==> config.mk <==
export PLATFORM = sky130hd
export DESIGN_NAME = vlog_statmchs_sum3_drv
export DESIGN_NICKNAME = d
export VERILOG_FILES = /design/src/rtl/vlog_statmchs_sum3_drv.sv
export SDC_FILE = /design/constraint.sdc
export NUM_CORES = 1
export LEC_CHECK = 0
export BUFFER_PORTS_ARGS = -buffer_cell sky130_fd_sc_hd__buf_2
export CAP_MARGIN = 5
export CORE_UTILIZATION = 25
export DETAILED_ROUTE_END_ITERATION = 7
export PLACE_DENSITY = 0.51
export SYNTH_ARGS = -nofsm -noshare
export SYNTH_HDL_FRONTEND = slang
export SYNTH_SLANG_ARGS = --single-unit
==> constraint.sdc <==
create_clock -name i_clk -period 2.17 [get_ports i_clk]
set_input_delay 0.217 -clock i_clk [delete_from_list [all_inputs] [get_ports i_clk]]
set_output_delay 0.217 -clock i_clk [all_outputs]
set_load 0.01 [all_outputs]
==> src/rtl/vlog_statmchs_sum3_drv.sv <==
// Operand-sum protocol initiator: streams NUM_OPS operands to a summer, waits for its
// result and reports it together with a mismatch flag against a locally computed sum.
module vlog_statmchs_sum3_drv #(
  parameter int unsigned NUM_OPS = 3,
  parameter int unsigned DW      = 8,
  parameter int unsigned TIMEOUT = 16
) (
  input  logic                  i_clk,
  input  logic                  i_reset,
  input  logic                  i_req_valid,
  output logic                  o_req_ready,
  input  logic [NUM_OPS*DW-1:0] i_req_ops,
  output logic                  o_start,
  output logic [DW-1:0]         o_d,
  input  logic                  i_ready,
  input  logic [DW-1:0]         i_sum,
  output logic                  o_rsp_valid,
  output logic [DW-1:0]         o_rsp_sum,
  output logic                  o_rsp_err,
  output logic                  o_rsp_tmo,
  output logic                  o_busy
);

  localparam int unsigned CntMax = (NUM_OPS > TIMEOUT) ? NUM_OPS : TIMEOUT;
  localparam int unsigned CW     = $clog2(CntMax + 1);

  typedef enum logic [2:0] {StIdle, StLoad, StFeed, StWait, StResp} state_e;

  state_e                r_state;
  state_e                w_state_nxt;
  logic [NUM_OPS*DW-1:0] r_ops;
  logic [DW-1:0]         r_exp;
  logic [CW-1:0]         r_cnt;
  logic [DW-1:0]         r_rsp_sum;
  logic                  r_rsp_err;
  logic                  r_rsp_tmo;
  logic                  w_feed_last;
  logic                  w_tmo_hit;
  logic                  w_driving;

  // r_cnt indexes FEED cycles, then is reused as the WAIT timeout counter
  assign w_feed_last = (r_cnt == CW'(NUM_OPS - 2));
  assign w_tmo_hit   = (r_cnt == CW'(TIMEOUT - 1));
  assign w_driving   = (r_state == StLoad) || (r_state == StFeed);

  always_ff @(posedge i_clk) begin
    if (i_reset) begin
      r_state <= StIdle;
    end else begin
      r_state <= w_state_nxt;
    end
  end

  always_comb begin
    w_state_nxt = r_state;
    unique case (r_state)
      StIdle:  if (i_req_valid) w_state_nxt = StLoad;
      StLoad:  w_state_nxt = StFeed;
      StFeed:  if (w_feed_last) w_state_nxt = StWait;
      StWait:  if (i_ready || w_tmo_hit) w_state_nxt = StResp;
      StResp:  w_state_nxt = StIdle;
      default: w_state_nxt = StIdle;
    endcase
  end

  always_ff @(posedge i_clk) begin
    if (i_reset) begin
      r_ops     <= '0;
      r_exp     <= '0;
      r_cnt     <= '0;
      r_rsp_sum <= '0;
      r_rsp_err <= 1'b0;
      r_rsp_tmo <= 1'b0;
    end else begin
      unique case (r_state)
        StIdle: begin
          if (i_req_valid) begin
            r_ops <= i_req_ops;
            r_exp <= '0;
          end
        end
        StLoad, StFeed: begin
          // The operand on d is always the low word; shift the next one down
          r_ops <= r_ops >> DW;
          r_exp <= r_exp + r_ops[DW-1:0];
          if ((r_state == StLoad) || w_feed_last) begin
            r_cnt <= '0;
          end else begin
            r_cnt <= r_cnt + 1'b1;
          end
        end
        StWait: begin
          if (i_ready) begin
            r_rsp_sum <= i_sum;
            r_rsp_err <= (i_sum != r_exp);
            r_rsp_tmo <= 1'b0;
          end else if (w_tmo_hit) begin
            r_rsp_sum <= '0;
            r_rsp_err <= 1'b0;
            r_rsp_tmo <= 1'b1;
          end else begin
            r_cnt <= r_cnt + 1'b1;
          end
        end
        default: ;
      endcase
    end
  end

  assign o_req_ready = (r_state == StIdle);
  assign o_busy      = (r_state != StIdle);
  assign o_start     = (r_state == StLoad);
  assign o_d         = w_driving ? r_ops[DW-1:0] : '0;
  assign o_rsp_valid = (r_state == StResp);
  assign o_rsp_sum   = r_rsp_sum;
  assign o_rsp_err   = r_rsp_err;
  assign o_rsp_tmo   = r_rsp_tmo;

endmodule

==> results of run 1 <==
## state kept, by name (all words and copies together) (netlist names)
signal     count
o_rsp_err      1
o_rsp_sum      8
o_rsp_tmo      1
r_cnt          5
r_exp          8
r_ops         24
r_state        3
## cell families after synthesis
group,after synthesis
fa+ha+maj,11
buf+inv,28
flops,50
simple gates,100
mux,18
xor+xnor,15
compound gates,66
## layer usage
| metal | GRT usage [%] | vias to the layer above |
|---|---|---|
| met1 | 16.2 | 955 |
| met4 | 4.59 | 0 |
| met3 | 2.26 | 5 |
| met2 | 18.4 | 54 |
| met5 | 0 | - |
| li1 | - | 1135 |
## critical path, stage by stage, from the launching register on
cell,delay (ns)
dfxtp_1,0.39
ha_1,0.22
inv_1,0.06
fa_1,0.40
nor2b_1,0.13
o21ai_0,0.10
a21boi_1,0.19
o21ai_0,0.13
mux2i_1,0.17
nand2_1,0.06
## cell type report
| type | count | area (µm²) | area share [%] |
|---|---|---|---|
| multi-input combinational | 211 | 1450 | 46.8 |
| tap | 133 | 166 | 5.37 |
| inverter | 9 | 33.8 | 1.09 |
| timing repair buffer | 66 | 353 | 11.4 |
| clock inverter | 2 | 12.5 | 0.404 |
| clock buffer | 6 | 82.6 | 2.66 |
| sequential | 50 | 1000 | 32.3 |
## worst max-delay path by stage
| stage | from | end | slack, ns |
|---|---|---|---|
| 2_1_floorplan | r_exp[0] | r_exp[6] | 0.40 |
| 3_3_place_gp | r_state[1] | r_cnt[3] | 0.17 |
| 3_5_place_dp | r_state[1] | r_cnt[3] | 0.14 |
| 4_1_cts | r_exp[0] | r_exp[6] | 0.16 |
| 5_1_grt | r_exp[0] | r_exp[6] | 0.04 |
| 6_report | r_exp[0] | r_exp[6] | 0.22 |
## what timing repair did
item                                    4_1_cts  5_1_grt
gates resized for setup                       0        1
hold buffers                                  0        0
setup buffers                                 0        0
endpoints found under the setup margin        6        1
pin swaps                                     1        0
gates cloned                                  1        0
## metrics by stage
step	setup slack (ns)	std cells	power [µW]	area, µm²	hold slack (ns)
4_1_cts	0.159	477	2270	3100	0.139
5_1_grt	0.0365	477	2400	3100	0.150
3_5_place_dp	0.142	468	1680	3000	0.445
6_report	0.223	477	2230	3100	0.149
2_1_floorplan	0.398	288	1540	2600	0.365
3_3_place_gp	0.172	468	1670	3000	0.440
## synthesized netlist by cell type, types with 3 or more instances
cell type,n,share of area (%)
a211oi_1,19,5.5
a21oi_1,16,3.1
a22oi_1,13,3.8
and2_1,8,1.9
buf_2,6,1.2
clkbuf_1,8,1.2
dfxtp_1,50,39
ha_1,10,4.8
inv_1,9,1.3
mux2i_1,18,6.9
nand2_1,16,2.3
nand3_1,9,1.7
nand4_1,3,0.72
nor2_1,41,5.9
nor2b_1,4,0.96
nor3_1,7,1.3
o21ai_0,6,1.2
xnor2_1,12,4.0
## power groups by stage
stage / registers, µW / clock network (µW) / logic [µW]
detailed placement: 1090 / 0 / 584
floorplan: 1070 / 0 / 463
global route: 1090 / 646 / 664
global placement: 1090 / 0 / 578
CTS: 1070 / 597 / 597
finish: 1070 / 572 / 588
## cells in the final DEF (no fill, tap or decap), types with 2 or more instances in the layout
cell type	n
xor2_1	2
nor3b_1	2
xnor2_1	12
and2_1	8
nand4_1	3
nor2b_1	4
nor2_1	41
buf_2	57
ha_1	10
buf_4	9
and4b_1	2
nor4_1	2
a211oi_1	19
o21ai_0	6
dfxtp_1	50
a22oi_1	13
a21oi_1	16
nor3_1	7
mux2i_1	18
nand3_1	9
inv_1	9
nand2_1	16
clkbuf_8	6
==> flow_metrics.py, run 1 <==
metrics = {
    "outcome": {
        "status": "finished clean",
    },
    "floorplan": {
        "coreArea_um2": 9910,
        "die-height_um": 104,
        "start_util_pct": 26.2,
        "die-area_um2": 10800,
        "die_x_um": 104,
        "num_rows": 36,
        "boundaryPins": 58,
    },
    "worst_setup_path": {
        "cp.required_ns": 2.37,
        "reg2reg_depth": 9,
        "critPathLaunchType": "flop",
        "crit_arrival_ns": 2.15,
        "rrSetupSlack_ns": 0.22,
        "cp_max_fo": 3,
        "critical_path_class": "flop to flop",
        "critPathCaptureType": "flop",
        "r2r-start": "r_exp[0]",
        "rr_endpoint": "r_exp[6]",
    },
    "timing": {
        "rsz0062_at_grt": "false",
        "final_max_slew_viol_count": 0,
        "finalSetupViolations": 0,
        "min_period_ns": 1.95,
        "hold_viol": 0,
        "finalSetupTns_ns": 0,
        "finalClockSkew_ns": 0.00879,
        "max_freq_mhz": 514,
        "worst_pin_slew_ns": 0.940,
        "relSlewSlack_pct": 37.2,
        "period_share_pct": 89.7,
    },
    "synth": {
        "yosys.area_share.simple_pct": 18.7,
        "synth_top_family_by_area": "compound AO/OA/AOI/OAI gates",
        "synth_seq_cells": 50,
        "synth.mux.area_fraction_pct": 6.94,
        "synthCells": 288,
        "synth_ff_type": "dfxtp_1",
        "synth_warnings": 0,
        "synth_compound_area_share_pct": 18.7,
        "synthXorXnorAreaFrac_pct": 5.78,
        "syn-num-nets": 335,
        "ys_seq_area_share_pct": 38.6,
        "syn-cell-area_um2": 2600,
        "synth_fa_ha_area_share_pct": 5.59,
        "postSynthAreaPerCell_um2": 9.01,
        "yosys.cell_types.count": 44,
        "synth-edff-count": 0,
        "synthArstFlopShare_pct": 0,
    },
    "power_and_ir_drop": {
        "p_sw_uw": 705,
        "power_frac_seq_pct": 48.0,
        "switching_share_pct": 31.6,
        "combPwrFrac_pct": 26.4,
        "p_int_uw": 1530,
        "p_clk_share_pct": 25.6,
        "p_per_area_nw_per_um2": 720,
        "irDropWorstVdd_uv": 256,
        "leakage_uw": 0.00128,
    },
    "drt": {
        "vias": 2149,
        "drt_iter0_markers": 88,
        "via_per_inst": 4.51,
        "route.detailed.drc": 0,
        "wl_met3_um": 273,
        "wl_met1_um": 3040,
        "dr.pass1.iters": 4,
        "totalWireLength_um": 6030,
        "wl_per_cell_um": 12.6,
        "ant_nets": 0,
        "routed-wl-met2_um": 2620,
        "routed.top_layer": "met4",
    },
    "hold_path": {
        "hold_class": "input port to flop",
        "holdPathEnd": "r_ops[19]",
        "worstHoldStart": "i_req_ops[19]",
        "hold_depth": 3,
    },
    "clocking": {
        "numClockSinks": 50,
        "clk_pin_slew_ns": 0.10,
        "cts_tree": "done",
        "cts_max_level": 2,
        "clkLatencyLatePin_ns": 0.31,
        "clock_path_buffers": 2,
        "cts_buffers": 5,
        "cts_root_buffer": "clkbuf_8",
    },
    "global_routing": {
        "grt.total_usage_pct": 11.9,
        "grt_pass1_vias": 2049,
        "grt_pass1_wl_um": 10200,
        "grt.overflow.total": 0,
        "grt_max_degree": 41,
        "antenna_found_initial": 0,
    },
    "cells_and_area": {
        "syn_to_final_growth_pct": 19.4,
        "nets": 390,
        "fill_cells": 1108,
        "fin_util_pct": 31.3,
        "antenna_cells": 0,
        "drive_gt1_share_pct": 24.7,
    },
    "place": {
        "dp_hpwl_um": 4360,
        "place_congestion": 0.780,
        "io_buffers": 57,
    },
    "job": {
        "maxCapViolCount": 0,
    },
}
Note: power is estimated with default switching activity, not from simulation.
==> run 2: changes to the inputs <==
--- a/config.mk
+++ b/config.mk
@@ -7,9 +7,9 @@
 export LEC_CHECK = 0
 export BUFFER_PORTS_ARGS = -buffer_cell sky130_fd_sc_hd__buf_2
 export CAP_MARGIN = 5
-export CORE_UTILIZATION = 25
+export CORE_UTILIZATION = 30
 export DETAILED_ROUTE_END_ITERATION = 7
-export PLACE_DENSITY = 0.51
+export PLACE_DENSITY = 0.57
 export SYNTH_ARGS = -nofsm -noshare
 export SYNTH_HDL_FRONTEND = slang
 export SYNTH_SLANG_ARGS = --single-unit
==> flow_metrics.py, run 2 (synthesis results as in run 1) <==
metrics = {
    "outcome": {
        "status": "finished clean",
    },
    "clocking": {
        "numClockSinks": 50,
        "cts_root_buffer": "clkbuf_8",
        "cts_buffers": 5,
        "clock_path_buffers": 2,
        "post_cts_resized": 0,
        "clkLatencyLatePin_ns": 0.30,
        "clk_pin_slew_ns": 0.09,
        "postCtsSetupBuffers": 0,
        "cts-hold-fix-buffers": 0,
        "cts_tree": "done",
        "cts_max_level": 2,
    },
    "worst_setup_path": {
        "crit_path_max_incr_delay_ns": 0.40,
        "critical_path_class": "flop to flop",
        "critPathLaunchType": "flop",
        "worstPathCellList": "ha_1 -> inv_1 -> fa_1 -> nor2b_1 -> o21ai_0 -> a21boi_0 -> o21ai_0 -> mux2i_1 -> nand2_1",
        "reg2reg_depth": 9,
        "cp_num_cells": 9,
        "endpoint": "r_exp[6]",
        "cp_common_cell": "o21ai_0",
        "critPathCaptureType": "flop",
        "slowest_stage": "dfxtp_1",
        "rrSetupSlack_ns": 0.18,
        "cp.required_ns": 2.37,
        "cp_max_fo": 3,
        "rr_endpoint": "r_exp[6]",
        "crit_buf_inv": 1,
        "critPathTopFamily": "adder cells",
        "crit_arrival_ns": 2.18,
        "r2r-start": "r_exp[0]",
        "startpoint": "r_exp[0]",
    },
    "timing": {
        "worst_pin_slew_ns": 0.666,
        "min_period_ns": 1.99,
        "finalSetupViolations": 0,
        "finalClockSkew_ns": 0.00680,
        "finalSetupTns_ns": 0,
        "hold_viol": 0,
        "max_freq_mhz": 504,
        "rsz0062_at_grt": "false",
        "period_share_pct": 91.5,
        "final_max_slew_viol_count": 0,
        "relSlewSlack_pct": 55.5,
    },
    "global_routing": {
        "grt_pass1_wl_um": 9600,
        "grt.total_usage_pct": 13.6,
        "grt_use_met2_pct": 21.3,
        "grt_pass1_vias": 2089,
        "grt_use_met3_pct": 2.95,
        "antenna_found_initial": 0,
        "grt.busiest_layer": "met2",
        "grtUsageMet1_pct": 18.1,
        "grt.overflow.total": 0,
        "grt_max_degree": 41,
    },
    "floorplan": {
        "start_util_pct": 31.3,
        "die_x_um": 95.0,
        "die-area_um2": 9030,
        "die-height_um": 95.0,
        "num_rows": 33,
        "boundaryPins": 58,
        "coreArea_um2": 8300,
    },
    "cells_and_area": {
        "layout_common_cells": "buf_2, dfxtp_1, nor2_1, a211oi_1, mux2i_1",
        "fill_cells": 875,
        "antenna_cells": 0,
        "nets": 388,
        "syn_to_final_growth_pct": 18.6,
        "largest_reg_flops": 24,
        "layout_commonest_cell": "buf_2",
        "fin_util_pct": 37.1,
        "drive_gt1_share_pct": 24.0,
        "largest-register": "r_ops",
    },
    "place": {
        "dp_hpwl_um": 4070,
        "io_buffers": 57,
        "place_congestion": 0.774,
    },
    "power_and_ir_drop": {
        "finalPower_uw": 2310,
        "irDropWorstVdd_uv": 349,
        "leakage_uw": 0.00129,
        "p_per_area_nw_per_um2": 750,
    },
    "drt": {
        "ant_nets": 0,
        "wl_per_cell_um": 12.7,
        "vias": 2174,
        "totalWireLength_um": 5660,
        "route.detailed.drc": 0,
        "dr.pass1.iters": 4,
        "via_per_inst": 4.86,
        "drt_iter0_markers": 108,
    },
    "job": {
        "maxCapViolCount": 0,
    },
    "hold_path": {
        "hold_class": "input port to flop",
        "worstHoldStart": "i_req_ops[16]",
    },
}
-- run 2: how the worst min path moves through the flow --
stage	to	slack [ns]	cells past startpoint
6_report	r_ops[16]	0.16	3
3_3_place_gp	r_ops[19]	0.44	2
2_1_floorplan	o_rsp_sum[0]	0.37	2
5_1_grt	r_ops[18]	0.17	3
4_1_cts	r_ops[16]	0.15	3
3_5_place_dp	r_ops[19]	0.44	2
-- run 2: final cells by class --
type	instances	area, µm²	area share (%)
tap	105	131	4.27
inverter	9	33.8	1.10
multi-input combinational	210	1450	46.9
clock buffer	6	72.6	2.36
sequential	50	1000	32.5
clock inverter	2	37.5	1.22
timing repair buffer	65	358	11.6
-- run 2: tightest hold or removal path, stage by stage --
cell,delay [ns]
buf_2,0.09
nand3_1,0.05
a21oi_1,0.05
-- run 2: report_power, final --
group	internal [µW]	switching, µW	total, µW
Sequential	1000	65.7	1070
Clock	344	310	654
Combinational	271	315	586
Total	1620	690	2310
-- run 2: stage by stage --
stage                     area, µm²  worst slack (ns)  hold slack (ns)  instances
after floorplan                2600             0.398            0.365        288
after global placement         2970             0.295            0.439        439
after detailed placement       2970             0.221            0.445        439
after CTS                      3080             0.196            0.154        447
after global routing           3080           0.00468            0.172        447
final                          3080             0.184            0.161        447
-- run 2: metal layers --
layer  routed length [µm]  vias to the layer above  share of wire (%)
li1                     -                     1124                  -
met2                 2500                       51                 44
met1                 2820                      995                 50
met3                  272                        4                4.8
met4                   66                        0                1.2
met5                    0                        -                  0
==> run 3: changes to the inputs <==
--- a/config.mk
+++ b/config.mk
@@ -7,9 +7,9 @@
 export LEC_CHECK = 0
 export BUFFER_PORTS_ARGS = -buffer_cell sky130_fd_sc_hd__buf_2
 export CAP_MARGIN = 5
-export CORE_UTILIZATION = 30
+export CORE_UTILIZATION = 45
 export DETAILED_ROUTE_END_ITERATION = 7
-export PLACE_DENSITY = 0.57
+export PLACE_DENSITY = 0.76
 export SYNTH_ARGS = -nofsm -noshare
 export SYNTH_HDL_FRONTEND = slang
 export SYNTH_SLANG_ARGS = --single-unit
==> flow_metrics.py, run 3 (synthesis results as in run 1) <==
metrics = {
    "drt": {
        "wl_per_cell_um": 13.3,
        "vias": 2204,
        "drt_iter0_markers": 96,
        "route.detailed.drc": 0,
        "ant_nets": 0,
        "totalWireLength_um": 5510,
        "dr.pass1.iters": 6,
        "via_per_inst": 5.34,
    },
    "clocking": {
        "clock_path_buffers": 2,
        "cts_buffers": 5,
        "cts_root_buffer": "clkbuf_8",
        "cts-hold-fix-buffers": 0,
        "post_cts_resized": 0,
        "numClockSinks": 50,
        "clkLatencyLatePin_ns": 0.30,
        "clk_pin_slew_ns": 0.09,
        "cts_tree": "done",
        "cts_max_level": 2,
        "postCtsSetupBuffers": 0,
    },
    "timing": {
        "relSlewSlack_pct": 50.9,
        "hold_viol": 0,
        "worst_pin_slew_ns": 0.734,
        "finalSetupViolations": 0,
        "min_period_ns": 1.99,
        "max_freq_mhz": 502,
        "period_share_pct": 91.8,
        "rsz0062_at_grt": "false",
        "final_max_slew_viol_count": 0,
        "finalSetupTns_ns": 0,
        "finalClockSkew_ns": 0.00815,
    },
    "cells_and_area": {
        "antenna_cells": 0,
        "multi_input_area_um2": 1450,
        "largest-register": "r_ops",
        "regArea_um2": 1000,
        "layout_commonest_cell": "buf_2",
        "drive_gt1_share_pct": 24.3,
        "fin_util_pct": 54.2,
        "syn_to_final_growth_pct": 15.6,
        "largest_reg_flops": 24,
        "layout_common_cells": "buf_2, dfxtp_1, nor2_1, a211oi_1, mux2i_1",
        "nets": 387,
        "fill_cells": 547,
    },
    "floorplan": {
        "die-height_um": 78.0,
        "die-area_um2": 6080,
        "coreArea_um2": 5540,
        "boundaryPins": 58,
        "start_util_pct": 46.9,
        "die_x_um": 78.0,
        "num_rows": 27,
    },
    "outcome": {
        "status": "finished clean",
    },
    "place": {
        "place_congestion": 0.831,
        "io_buffers": 57,
        "dp_hpwl_um": 3990,
    },
    "power_and_ir_drop": {
        "finalPower_uw": 2200,
        "p_per_area_nw_per_um2": 734,
        "leakage_uw": 0.00128,
        "irDropWorstVdd_uv": 402,
    },
    "worst_setup_path": {
        "critPathLaunchType": "flop",
        "r2r-start": "r_exp[0]",
        "cp.required_ns": 2.37,
        "critical_path_class": "flop to flop",
        "crit_arrival_ns": 2.19,
        "rrSetupSlack_ns": 0.18,
        "reg2reg_depth": 9,
        "critPathCaptureType": "flop",
        "cp_max_fo": 3,
        "rr_endpoint": "r_exp[6]",
    },
    "job": {
        "maxCapViolCount": 0,
    },
    "global_routing": {
        "grt.overflow.total": 0,
        "antenna_found_initial": 0,
        "grt_pass1_vias": 2001,
        "grt.total_usage_pct": 18.8,
        "grt_pass1_wl_um": 9190,
        "grt_max_degree": 41,
    },
    "hold_path": {
        "worstHoldStart": "i_req_ops[20]",
        "hold_depth": 3,
        "hold_class": "input port to flop",
        "holdPathEnd": "r_ops[20]",
    },
}
-- run 3: cell type report --
cell class,count,area share [%]
clock buffers,7,2.88
clock inverters,1,0.167
repair buffers,64,11.3
well taps,72,3.00
flip-flops and latches,50,33.4
inverters,9,1.13
multi-input cells,210,48.1
-- run 3: critical path: stages (launching register included) --
cell	delay, ns
dfxtp_1	0.39
ha_1	0.21
inv_1	0.07
fa_1	0.41
nor2b_1	0.12
o21ai_0	0.11
a21boi_1	0.23
o21ai_0	0.13
mux2i_1	0.16
nand2_1	0.06
-- run 3: worst max path at each step --
stage / cells after the start / start / to / slack, ns
finish: 9 / r_exp[0] / r_exp[6] / 0.18
global route: 9 / r_exp[0] / r_exp[6] / 0.06
global placement: 9 / r_exp[0] / r_exp[6] / 0.31
CTS: 5 / r_state[1] / o_d[6] / 0.02
detailed placement: 9 / r_exp[0] / r_exp[6] / 0.21
floorplan: 9 / r_exp[0] / r_exp[6] / 0.40
-- run 3: report_power, final --
part	switching (µW)	leakage, µW	internal [µW]
logic	304	0.000817	260
clock network	298	0.0000482	258
registers	78.2	0.000410	1000
total	680	0.00128	1520
-- run 3: per-layer routing --
| metal | share of wire [%] | global-route usage, % | vias to the layer above |
|---|---|---|---|
| met1 | 49 | 25.6 | 1007 |
| li1 | - | - | 1117 |
| met5 | 0 | 0 | - |
| met2 | 45 | 30.0 | 71 |
| met4 | 0.89 | 4.44 | 0 |
| met3 | 5.6 | 4.59 | 9 |
-- run 3: through the flow --
step           area, µm²  hold slack [ns]  instances  setup slack, ns
6_report            3000            0.164        413            0.177
5_1_grt             3000            0.158        413           0.0642
4_1_cts             3000            0.156        413           0.0193
3_5_place_dp        2910            0.446        405            0.208
3_3_place_gp        2910            0.438        405            0.312
2_1_floorplan       2600            0.365        288            0.398
